`config.mk`:
```
export PLATFORM = sky130hd
export DESIGN_NAME = uarc_board_io
export DESIGN_NICKNAME = d
export VERILOG_FILES = /design/src/rtl/uarc_io_pkg.sv /design/src/rtl/switch_debounce.sv /design/src/rtl/uarc_board_io.sv
export SDC_FILE = /design/constraint.sdc
export NUM_CORES = 1
export LEC_CHECK = 0
export ABC_AREA = 1
export BUFFER_PORTS_ARGS = -buffer_cell sky130_fd_sc_hd__buf_4
export CAP_MARGIN = 40
export CORE_ASPECT_RATIO = 1.25
export CORE_MARGIN = 2
export CORE_UTILIZATION = 57
export CTS_BUF_LIST = sky130_fd_sc_hd__clkbuf_8
export DETAILED_ROUTE_END_ITERATION = 7
export MAX_ROUTING_LAYER = met4
export PLACE_DENSITY_LB_ADDON = 0.25
export RECOVER_POWER = 100
export SYNTH_ARGS = -nofsm -noshare
export SYNTH_HDL_FRONTEND = slang
export SYNTH_SLANG_ARGS = --single-unit
```
`constraint.sdc`:
```
create_clock -name clk -period 2.3 [get_ports clk]
set_clock_uncertainty 0.15 [all_clocks]
set_input_delay 0 -clock clk [delete_from_list [all_inputs] [get_ports clk]]
set_output_delay 0 -clock clk [all_outputs]
set_load 0.05 [all_outputs]
```
`src/rtl/uarc_io_pkg.sv`:
```
// ---------------------------------------------------------------------------
// uarc_io_pkg
// Shared definitions for the UARC board I/O block: the switch-event FSM
// state type and the default parameter values used by uarc_board_io and
// switch_debounce.
// No ports (package).
// ---------------------------------------------------------------------------
package uarc_io_pkg;

    // Switch-event FSM: IDLE waits for a new debounced value, SEND holds a
    // request toward the core until it is acknowledged.
    typedef enum logic {
        EVT_IDLE = 1'b0,
        EVT_SEND = 1'b1
    } evt_state_t;

    localparam int DEF_WORD_MAG        = 5;
    localparam int DEF_CHANNELS        = 1;
    localparam int DEF_OUT_WIDTH       = 16;
    localparam int DEF_IN_WIDTH        = 16;
    localparam int DEF_DEBOUNCE_CYCLES = 65535;
    localparam int DEF_MASK_EN         = 1;

endpackage

```
`src/rtl/switch_debounce.sv`:
```
// ---------------------------------------------------------------------------
// switch_debounce
// Brings the asynchronous board switches into the clock domain through a
// two-flop synchroniser, then only accepts a new value once it has been
// stable for DEBOUNCE_CYCLES cycles.
// Ports:
//   clk          in   sole clock, rising edge
//   reset        in   synchronous active-high reset
//   i_switches   in   IN_WIDTH raw switch inputs (asynchronous)
//   o_debounced  out  IN_WIDTH debounced, synchronous switch value
// ---------------------------------------------------------------------------
module switch_debounce
    import uarc_io_pkg::*;
#(
    parameter int IN_WIDTH        = DEF_IN_WIDTH,
    parameter int DEBOUNCE_CYCLES = DEF_DEBOUNCE_CYCLES
) (
    input  logic                clk,
    input  logic                reset,
    input  logic [IN_WIDTH-1:0] i_switches,
    output logic [IN_WIDTH-1:0] o_debounced
);

    localparam int CntW = (DEBOUNCE_CYCLES > 1) ? $clog2(DEBOUNCE_CYCLES) : 1;
    localparam logic [CntW-1:0] CntMax = CntW'(DEBOUNCE_CYCLES - 1);

    logic [IN_WIDTH-1:0] r_sync1;
    logic [IN_WIDTH-1:0] r_sync2;
    logic [IN_WIDTH-1:0] r_debounced;
    logic [CntW-1:0]     r_count;

    // Synchroniser plus stability counter. A difference between the two
    // synchroniser stages means the synchronised value changes at this very
    // edge, so the counter restarts in step with that change rather than one
    // cycle later. Once the count reaches its terminal value it parks there
    // and keeps reloading the (unchanged) synchronised value.
    always_ff @(posedge clk) begin
        if (reset) begin
            r_sync1     <= '0;
            r_sync2     <= '0;
            r_debounced <= '0;
            r_count     <= '0;
        end else begin
            r_sync1 <= i_switches;
            r_sync2 <= r_sync1;
            if (r_sync1 != r_sync2) begin
                r_count <= '0;
            end else if (r_count == CntMax) begin
                r_debounced <= r_sync2;
            end else begin
                r_count <= r_count + CntW'(1);
            end
        end
    end

    assign o_debounced = r_debounced;

endmodule

```
`src/rtl/uarc_board_io.sv`:
```
// ---------------------------------------------------------------------------
// uarc_board_io
// Board I/O peripheral. Each sender bus owns an OUT_WIDTH output register
// (driven onto leds) that the core loads with a send or XORs with a stream,
// optionally masked by the debounced switches. Bus 0 additionally reports
// every new debounced switch value to the core through a send/ack handshake.
// Ports:
//   clk, reset                 sole clock, synchronous active-high reset
//   global_send/global_stream  core send and stream strobes
//   global_data                W-bit word from the core
//   sender_enables             per-bus selection by the core
//   sender_send_acks           per-bus one-cycle send acknowledge
//   sender_stream_acks         per-bus one-cycle stream acknowledge
//   receiver_sends             send request toward the core (bus 0 only)
//   receiver_send_acks         core acknowledge of receiver_sends
//   receiver_datas             W-bit word per bus (bus 0 = switch snapshot)
//   switches                   asynchronous board switches
//   leds                       concatenated output registers
// ---------------------------------------------------------------------------
module uarc_board_io
    import uarc_io_pkg::*;
#(
    parameter int WORD_MAG        = DEF_WORD_MAG,
    parameter int CHANNELS        = DEF_CHANNELS,
    parameter int OUT_WIDTH       = DEF_OUT_WIDTH,
    parameter int IN_WIDTH        = DEF_IN_WIDTH,
    parameter int DEBOUNCE_CYCLES = DEF_DEBOUNCE_CYCLES,
    parameter int MASK_EN         = DEF_MASK_EN
) (
    input  logic                                 clk,
    input  logic                                 reset,
    input  logic                                 global_send,
    input  logic                                 global_stream,
    input  logic [(1<<WORD_MAG)-1:0]             global_data,
    input  logic [CHANNELS-1:0]                  sender_enables,
    output logic [CHANNELS-1:0]                  sender_send_acks,
    output logic [CHANNELS-1:0]                  sender_stream_acks,
    output logic [CHANNELS-1:0]                  receiver_sends,
    input  logic [CHANNELS-1:0]                  receiver_send_acks,
    output logic [CHANNELS*(1<<WORD_MAG)-1:0]    receiver_datas,
    input  logic [IN_WIDTH-1:0]                  switches,
    output logic [CHANNELS*OUT_WIDTH-1:0]        leds
);

    localparam int W = 1 << WORD_MAG;

    logic [IN_WIDTH-1:0]  w_debounced;
    logic [OUT_WIDTH-1:0] w_mask;
    logic [OUT_WIDTH-1:0] w_payload;
    logic [CHANNELS-1:0]  w_sendAccept;
    logic [CHANNELS-1:0]  w_streamAccept;
    logic                 w_unused;

    logic [CHANNELS-1:0]  r_sendAcks;
    logic [CHANNELS-1:0]  r_streamAcks;
    logic [OUT_WIDTH-1:0] r_outReg [CHANNELS];

    evt_state_t           r_state;
    logic                 r_recvSend;
    logic [IN_WIDTH-1:0]  r_lastSent;
    logic [IN_WIDTH-1:0]  r_snapshot;

    switch_debounce #(
        .IN_WIDTH        (IN_WIDTH),
        .DEBOUNCE_CYCLES (DEBOUNCE_CYCLES)
    ) u_debounce (
        .clk         (clk),
        .reset       (reset),
        .i_switches  (switches),
        .o_debounced (w_debounced)
    );

    // Write data for every bus: the low OUT_WIDTH bits of the core word,
    // optionally gated by the debounced switches zero-extended to the
    // register width.
    assign w_mask    = (MASK_EN != 0) ? OUT_WIDTH'(w_debounced) : '1;
    assign w_payload = global_data[OUT_WIDTH-1:0] & w_mask;

    // A pending ack blocks a fresh accept, which limits each bus to one
    // transfer every two cycles while a request is held. Send has priority
    // over stream on the same bus; the losing stream simply stays pending.
    assign w_sendAccept   = {CHANNELS{global_send}} & sender_enables & ~r_sendAcks;
    assign w_streamAccept = {CHANNELS{global_stream}} & sender_enables
                          & ~r_streamAcks & ~w_sendAccept;

    // Output registers and their one-cycle acknowledge pulses. Load or XOR
    // happens on the accepting edge, the ack is visible the cycle after.
    always_ff @(posedge clk) begin
        if (reset) begin
            r_sendAcks   <= '0;
            r_streamAcks <= '0;
            for (int i = 0; i < CHANNELS; i++) begin
                r_outReg[i] <= '0;
            end
        end else begin
            r_sendAcks   <= w_sendAccept;
            r_streamAcks <= w_streamAccept;
            for (int i = 0; i < CHANNELS; i++) begin
                if (w_sendAccept[i]) begin
                    r_outReg[i] <= w_payload;
                end else if (w_streamAccept[i]) begin
                    r_outReg[i] <= r_outReg[i] ^ w_payload;
                end
            end
        end
    end

    // Switch-event FSM for bus 0. The debounced value is captured into a
    // snapshot on entry to SEND so the offered word stays stable while the
    // core is slow to acknowledge. last_sent only advances on the ack, so a
    // change that arrived meanwhile is seen as new on the first IDLE cycle.
    always_ff @(posedge clk) begin
        if (reset) begin
            r_state    <= EVT_IDLE;
            r_recvSend <= 1'b0;
            r_lastSent <= '0;
            r_snapshot <= '0;
        end else begin
            case (r_state)
                EVT_IDLE: begin
                    if (w_debounced != r_lastSent) begin
                        r_snapshot <= w_debounced;
                        r_recvSend <= 1'b1;
                        r_state    <= EVT_SEND;
                    end
                end
                EVT_SEND: begin
                    if (receiver_send_acks[0]) begin
                        r_lastSent <= r_snapshot;
                        r_recvSend <= 1'b0;
                        r_state    <= EVT_IDLE;
                    end
                end
                default: begin
                    r_recvSend <= 1'b0;
                    r_state    <= EVT_IDLE;
                end
            endcase
        end
    end

    // Only bus 0 has a receiver; the remaining buses are tied to zero.
    always_comb begin
        receiver_sends         = '0;
        receiver_sends[0]      = r_recvSend;
        receiver_datas         = '0;
        receiver_datas[W-1:0]  = W'(r_snapshot);
    end

    // Flatten the per-bus output registers onto the led vector.
    for (genvar g = 0; g < CHANNELS; g++) begin : g_leds
        assign leds[g*OUT_WIDTH +: OUT_WIDTH] = r_outReg[g];
    end

    assign sender_send_acks   = r_sendAcks;
    assign sender_stream_acks = r_streamAcks;

    // Upper data bits and the acks of buses without a receiver are
    // intentionally ignored.
    assign w_unused = ^{global_data, receiver_send_acks};

endmodule

```
**Word level (Yosys, flattened, before mapping)**

Memory sizes are Yosys's and may differ from the RTL's.
Index checks and enable logic that the tools add are counted.

- $add $sub $neg: 1
- Equal/unequal tests: 5
- Multiplexer cells: 19
- Bitwise gates (word level): 12
- Reductions and logical operators: 7

Operator list:

| cell | number |
|---|---|
| two-way mux 16 bit | 2 |
| inequality test 16 bit | 2 |
| OR reduction 16 bit | 2 |
| adder 16 x 1 -> 16 bit, second input constant | 1 |
| bitwise AND 16 bit | 1 |
| == test 16 bit, second input constant | 1 |
| bitwise XOR 16 bit | 1 |
| two-way mux 1 bit | 15 |
| AND reduction 2 bit | 4 |
| bitwise AND 1 bit | 5 |
| inverter 1 bit | 5 |
| inequality test 2 bit, second input constant | 2 |
| one-hot mux 1 bit (2 select lines) | 2 |
| OR reduction 2 bit | 1 |

- Register bits: 100
- Memory bits (writable): 16
- Bits of input ports: 54
- Output and inout bits: 51
- Memories: 1

Memories:

| memory | words | bits a word | read ports | clocked after Yosys merged registers in | wr ports | line | RTL |
|---|---|---|---|---|---|---|---|
| r_outReg | 1 | 16 | 1 | 0 | 1 | uarc_board_io.sv:56 | `logic [OUT_WIDTH-1:0] r_outReg [CHANNELS];` |

**Depth between registers and ports, before layout**

- Depth in word-level cells: 10
- Depth in mapped cells: 11
- Mapped depth without buffers: 10

**Modules after synthesis**

From an unflattened synthesis, not the netlist that was laid out.

- Cell total of the unflattened synthesis: 773
- Area, all modules: 5495.3 sq um

By module, submodules not included:

| module | times used | cells each | area an instance (sq um) |
|---|---|---|---|
| switch_debounce | 1 | 414 | 2871.5 |
| uarc_board_io | 1 | 359 | 2623.8 |

**Worst setup path after synthesis**

OpenSTA, ideal clock, no wires.

- Kind: register -> register
- Start: reg r_sendAcks (netlist: sender_send_acks)
- End: mem r_outReg[0][0] (netlist bit), enable pin
- Arrival: 1325 ps
- Path slack: 454 ps
- Cell stages (with the launch flop): 5
- Clock period less this slack: 1846 ps
- Path through: dfxtp_1 > nor3_1 > nor2_1 > nand2_1 > nand2_1

- Word-level cells in the longest chain between the ends: 10

RTL lines:

| element | line | RTL |
|---|---|---|
| from (decl) | uarc_board_io.sv:54 | `logic [CHANNELS-1:0] r_sendAcks;` |
| from (signal assigned) | uarc_board_io.sv:96 | `r_sendAcks <= w_sendAccept;` |
| inverter 1 bit * | uarc_board_io.sv:82 | `assign w_sendAccept = {CHANNELS{global_send}} & sender_enables & ~r_sendAcks;` |
| bitwise AND 1 bit * | uarc_board_io.sv:82 |  |
| inverter 1 bit | uarc_board_io.sv:84 | `& ~r_streamAcks & ~w_sendAccept;` |
| bitwise AND 1 bit | uarc_board_io.sv:84 |  |
| two-way mux 1 bit | uarc_board_io.sv:101 | `end else if (w_streamAccept[i]) begin` |
| two-way mux 1 bit | uarc_board_io.sv:99 | `if (w_sendAccept[i]) begin` |
| two-way mux 1 bit | uarc_board_io.sv:89 | `if (reset) begin` |
| two-way mux 1 bit (not written as such) | uarc_board_io.sv:102 | `r_outReg[i] <= r_outReg[i] ^ w_payload;` |
| OR reduction 16 bit (no source line) | -- |  |
| two-way mux 1 bit (no source line) * | -- |  |
| to (decl) | uarc_board_io.sv:56 |  |

Every way passes the cells marked *; elsewhere a longest branch is shown, timed or not.

**Worst setup path in the final report**

- Start: reg r_sendAcks (netlist: sender_send_acks)
- End: mem r_outReg[0][15] (netlist bit), data pin

- Word-level cells in the longest chain between the ends: 10

RTL lines:

| element | line |
|---|---|
| inverter 1 bit * | uarc_board_io.sv:82 |
| bitwise AND 1 bit * | uarc_board_io.sv:82 |
| inverter 1 bit | uarc_board_io.sv:84 |
| bitwise AND 1 bit | uarc_board_io.sv:84 |
| two-way mux 1 bit | uarc_board_io.sv:101 |
| two-way mux 1 bit | uarc_board_io.sv:99 |
| two-way mux 1 bit | uarc_board_io.sv:89 |
| two-way mux 1 bit (not written as such) | uarc_board_io.sv:102 |
| OR reduction 16 bit (no source line) | -- |
| two-way mux 16 bit (no source line) * | -- |

Marks and branches as above.

==> flow_summary.rst <==
.. list-table::
   :header-rows: 1

   * - Metric
     - Value
   * - Type of the most critical hold path
     - input port to flop
   * - Wire length of the first global-routing pass
     - 19.7 mm
   * - Most used flip-flop cell after synthesis
     - dfxtp_1
   * - Post-CTS Hold Buffers
     - 52
   * - CTS-repair resized insts
     - 0
   * - NetSw
     - 1.48 mW
   * - Ranking of synthesized cells by area
     - dfxtp_1, nand2_1, edfxtp_1
   * - DRC violations left
     - 0
   * - Clk pin slew, worst setup/hold paths
     - 0.07 ns
   * - Number of synthesized flops with an enable pin
     - 16
   * - Proportion of power drawn by the clock network
     - 0.349
   * - Drt total wl
     - 11.9 mm
   * - Max Cap Violations
     - 0
   * - Unique cell type count in the Yosys netlist
     - 30
   * - Reg-to-Reg Start
     - sender_send_acks
   * - Cell taking the most area after synthesis
     - dfxtp_1
   * - Fraction of layout instances using a drive strength above 1
     - 0.104
   * - Startpoint Class
     - flop
   * - Die Span Y
     - 113 um
   * - Endpoints failing setup
     - 0
   * - GRT overflow
     - 0
   * - Number of fill cells
     - 773
   * - Sequential Power Share
     - 0.460
   * - Total of warnings raised by yosys
     - 0
   * - Top cell by count, worst path
     - inv_1
   * - Routed wirelength normalized by instance count
     - 11.6 um
   * - Number of cells produced by synthesis
     - 758
   * - Vias in the first global route
     - 4634
   * - Antenna violation net count after detailed routing
     - 0
   * - Aggregate negative setup slack
     - 0 ns
   * - Logic depth of the worst register-to-register path
     - 6
   * - Vias after detailed routing
     - 4903
   * - Drt first-iter violations
     - 266
   * - Classification of the worst setup path
     - flop to flop
   * - Fraction of the yosys area taken by sequential cells
     - 0.461
   * - Slack of the worst reg-to-reg path
     - 0.19 ns
   * - Core box area
     - 9170 um^2
   * - Most frequent cell after synthesis
     - nand2_1
   * - FFs w/ async S/R, synth
     - 0
   * - Crit path cell chain
     - nor3_1, dlygate4sd3_1, inv_1, nor2_1, inv_1, o21ai_0
   * - Ratio of final minimum period to clock period
     - 0.919
   * - Boundary Pins
     - 105
   * - Antenna violations before repair
     - 0
   * - # port buffers
     - 72
   * - Post-Synthesis Cell Area
     - 5380 um^2
   * - Pin count of the biggest net entering global routing
     - 38
   * - Total setup buffers inserted after CTS
     - 0
   * - Level count of the clock H-tree
     - 4
   * - Share of the core filled with cells in the final layout
     - 0.733
   * - Terminus of the critical flop-to-flop path
     - r_outReg[0][15]
   * - DIE AREA
     - 10200 um^2
   * - Layout overhead on the synthesized area
     - 25.0%
   * - Detailed-placement wirelength estimate
     - 8.03 mm
   * - Status
     - completed
   * - Data required time at the worst endpoint
     - 2.41 ns
   * - Clock Path Buffers
     - 2
   * - Sw Share
     - 0.300
   * - Insertion delay of the later-clocked pin in the worst-skew pair
     - 0.43 ns
   * - Slew at the pin closest to its max-slew limit
     - 0.864 ns
   * - Maximum cell stage delay along the critical path
     - 0.59 ns
   * - GP Congestion
     - 0.830
   * - Clock root buffer
     - clkbuf_8
   * - Endpoint of the worst hold path
     - r_lastSent[9]
   * - First-pass detailed-route iteration total
     - 6
   * - Placement Setup Slack
     - 0.400 ns
   * - Combinational Power Share
     - 0.191
   * - Leading cell types by count after synthesis
     - nand2_1, nor2_1, inv_1
   * - Hold path cells
     - 3
   * - Worst hold start
     - receiver_send_acks
   * - #FFs+latches synth
     - 116
   * - Net count of the finished layout
     - 941
   * - Proportion of netlist area held by the largest area contributor
     - 0.372
   * - Worst ir drop on vdd
     - 545 uV
   * - Leakage
     - 3.05 nW
   * - Mapped Avg Cell Area
     - 7.10 um^2
   * - Clock tree sinks
     - 116
   * - Number of rows in the core area
     - 39
   * - Total CTS buffers
     - 17
   * - Power density over the cells
     - 732 nW/um^2
   * - Worst setup margin
     - 0.187 ns
   * - Final slew viol count
     - 0
   * - Final Hold Viols
     - 0
   * - Crit path max-delay cell type
     - dlygate4sd3_1
   * - Element type at the critical path end
     - flop
   * - Normalized max-slew margin
     - 0.424
   * - Maximum clock rate
     - 473 MHz
   * - Internal power contribution
     - 3.44 mW
   * - Initial cell density of the core
     - 0.586
   * - Total routing resource utilization after global routing
     - 0.245
   * - Setup repair after global routing missed its margin
     - no
   * - Die width
     - 90.9 um
   * - Final hold slack
     - 0.0142 ns
   * - Antenna cell count
     - 0
   * - Clock tree from TritonCTS
     - yes
   * - Arrival time worst endpoint
     - 2.22 ns
   * - Post-detailed-route via-to-cell ratio
     - 4.81
   * - Maximum fanout along the worst path
     - 16
   * - Min cycle time layout
     - 2.11 ns
[flip-flops by register name, indices dropped and copies added, names as in the netlist]
signal / flops
sender_stream_acks: 1
r_snapshot: 16
sender_send_acks: 1
u_debounce.r_sync1: 16
r_state: 1
u_debounce.r_sync2: 16
u_debounce.r_count: 16
r_lastSent: 16
r_outReg: 16
u_debounce.o_debounced: 16
receiver_sends: 1
[logic make-up (layout without fill, tap and decap cells)]
logic type,after synthesis,in the layout,synth area share
buffers and inverters,161,285,0.126
adder cells (fa/ha/maj),2,2,0.00465
flip-flops,116,116,0.461
XOR/XNOR,24,24,0.0391
AND/OR/NAND/NOR,376,376,0.293
other,1,16,0.000697
AO/OA/AOI/OAI,78,78,0.0744
[worst max-delay path: cells and delay by family, from the launching register on]
family | cells | cell delay, ns
buffers and inverters | 3 | 0.86
AND/OR/NAND/NOR | 2 | 0.36
AO/OA/AOI/OAI | 1 | 0.26
flip-flops | 1 | 0.31
[worst max-delay path by stage]
stage                                      from               endpoint  slack (ns)  depth (start not counted)
after floorplan                sender_send_acks         r_outReg[0][0]        0.45                          4
after global placement    u_debounce.r_count[0]  u_debounce.r_count[4]        0.44                          7
after detailed placement  u_debounce.r_count[0]  u_debounce.r_count[4]        0.40                          7
after CTS                      sender_send_acks         r_outReg[0][5]        0.23                          6
after global routing           sender_send_acks         r_outReg[0][3]        0.02                          6
final                          sender_send_acks        r_outReg[0][15]        0.19                          6
[area by class of cell]
type / instances / area (um^2) / area share
clock buffers: 22 / 303 / 0.0450
well taps: 123 / 154 / 0.0229
clock inverters: 9 / 66.3 / 0.00986
multi-input cells: 496 / 2260 / 0.336
inverters: 119 / 447 / 0.0664
repair buffers: 135 / 1010 / 0.151
flip-flops and latches: 116 / 2480 / 0.369
[routing by layer]
| layer | up-vias | wire [um] | track usage |
|---|---|---|---|
| li1 | 2549 | - | - |
| met1 | 2218 | 5080 | 0.262 |
| met2 | 116 | 6040 | 0.441 |
| met3 | 20 | 542 | 0.0624 |
| met4 | 0 | 195 | 0.0818 |
| met5 | - | 0 | - |
[metrics by stage]
| step | total power [mW] | instance area, um^2 | std cells |
|---|---|---|---|
| 2_1_floorplan | 2.99 | 5440 | 773 |
| 3_3_place_gp | 3.22 | 5990 | 937 |
| 3_5_place_dp | 3.24 | 5990 | 937 |
| 4_1_cts | 5.02 | 6880 | 1020 |
| 5_1_grt | 5.15 | 6720 | 1020 |
| 6_report | 4.92 | 6720 | 1020 |
[cells in the final DEF (no fill, tap or decap), drive strengths merged]
| master | n |
|---|---|
| nand2 | 202 |
| clkinvlp | 1 |
| conb | 16 |
| xnor2 | 19 |
| buf | 44 |
| bufinv | 1 |
| ha | 2 |
| xor2 | 5 |
| o21bai | 3 |
| nor2 | 122 |
| nand3 | 24 |
| clkbuf | 61 |
| clkinv | 3 |
| a21oi | 36 |
| nand3b | 1 |
| edfxtp | 16 |
| o21ai | 37 |
| or2 | 1 |
| nand4 | 20 |
| dlygate4sd3 | 52 |
| a31oi | 2 |
| nor3 | 6 |
| dfxtp | 100 |
| inv | 123 |
[power by group through the flow]
stage / Sequential [mW] / Clock [mW] / Combinational, mW
5_1_grt: 2.28 / 1.84 / 1.02
3_3_place_gp: 2.30 / 0 / 0.917
2_1_floorplan: 2.53 / 0 / 0.454
6_report: 2.27 / 1.72 / 0.938
3_5_place_dp: 2.31 / 0 / 0.930
4_1_cts: 2.27 / 1.75 / 1.00
Note: power is estimated with default switching activity, not from simulation.
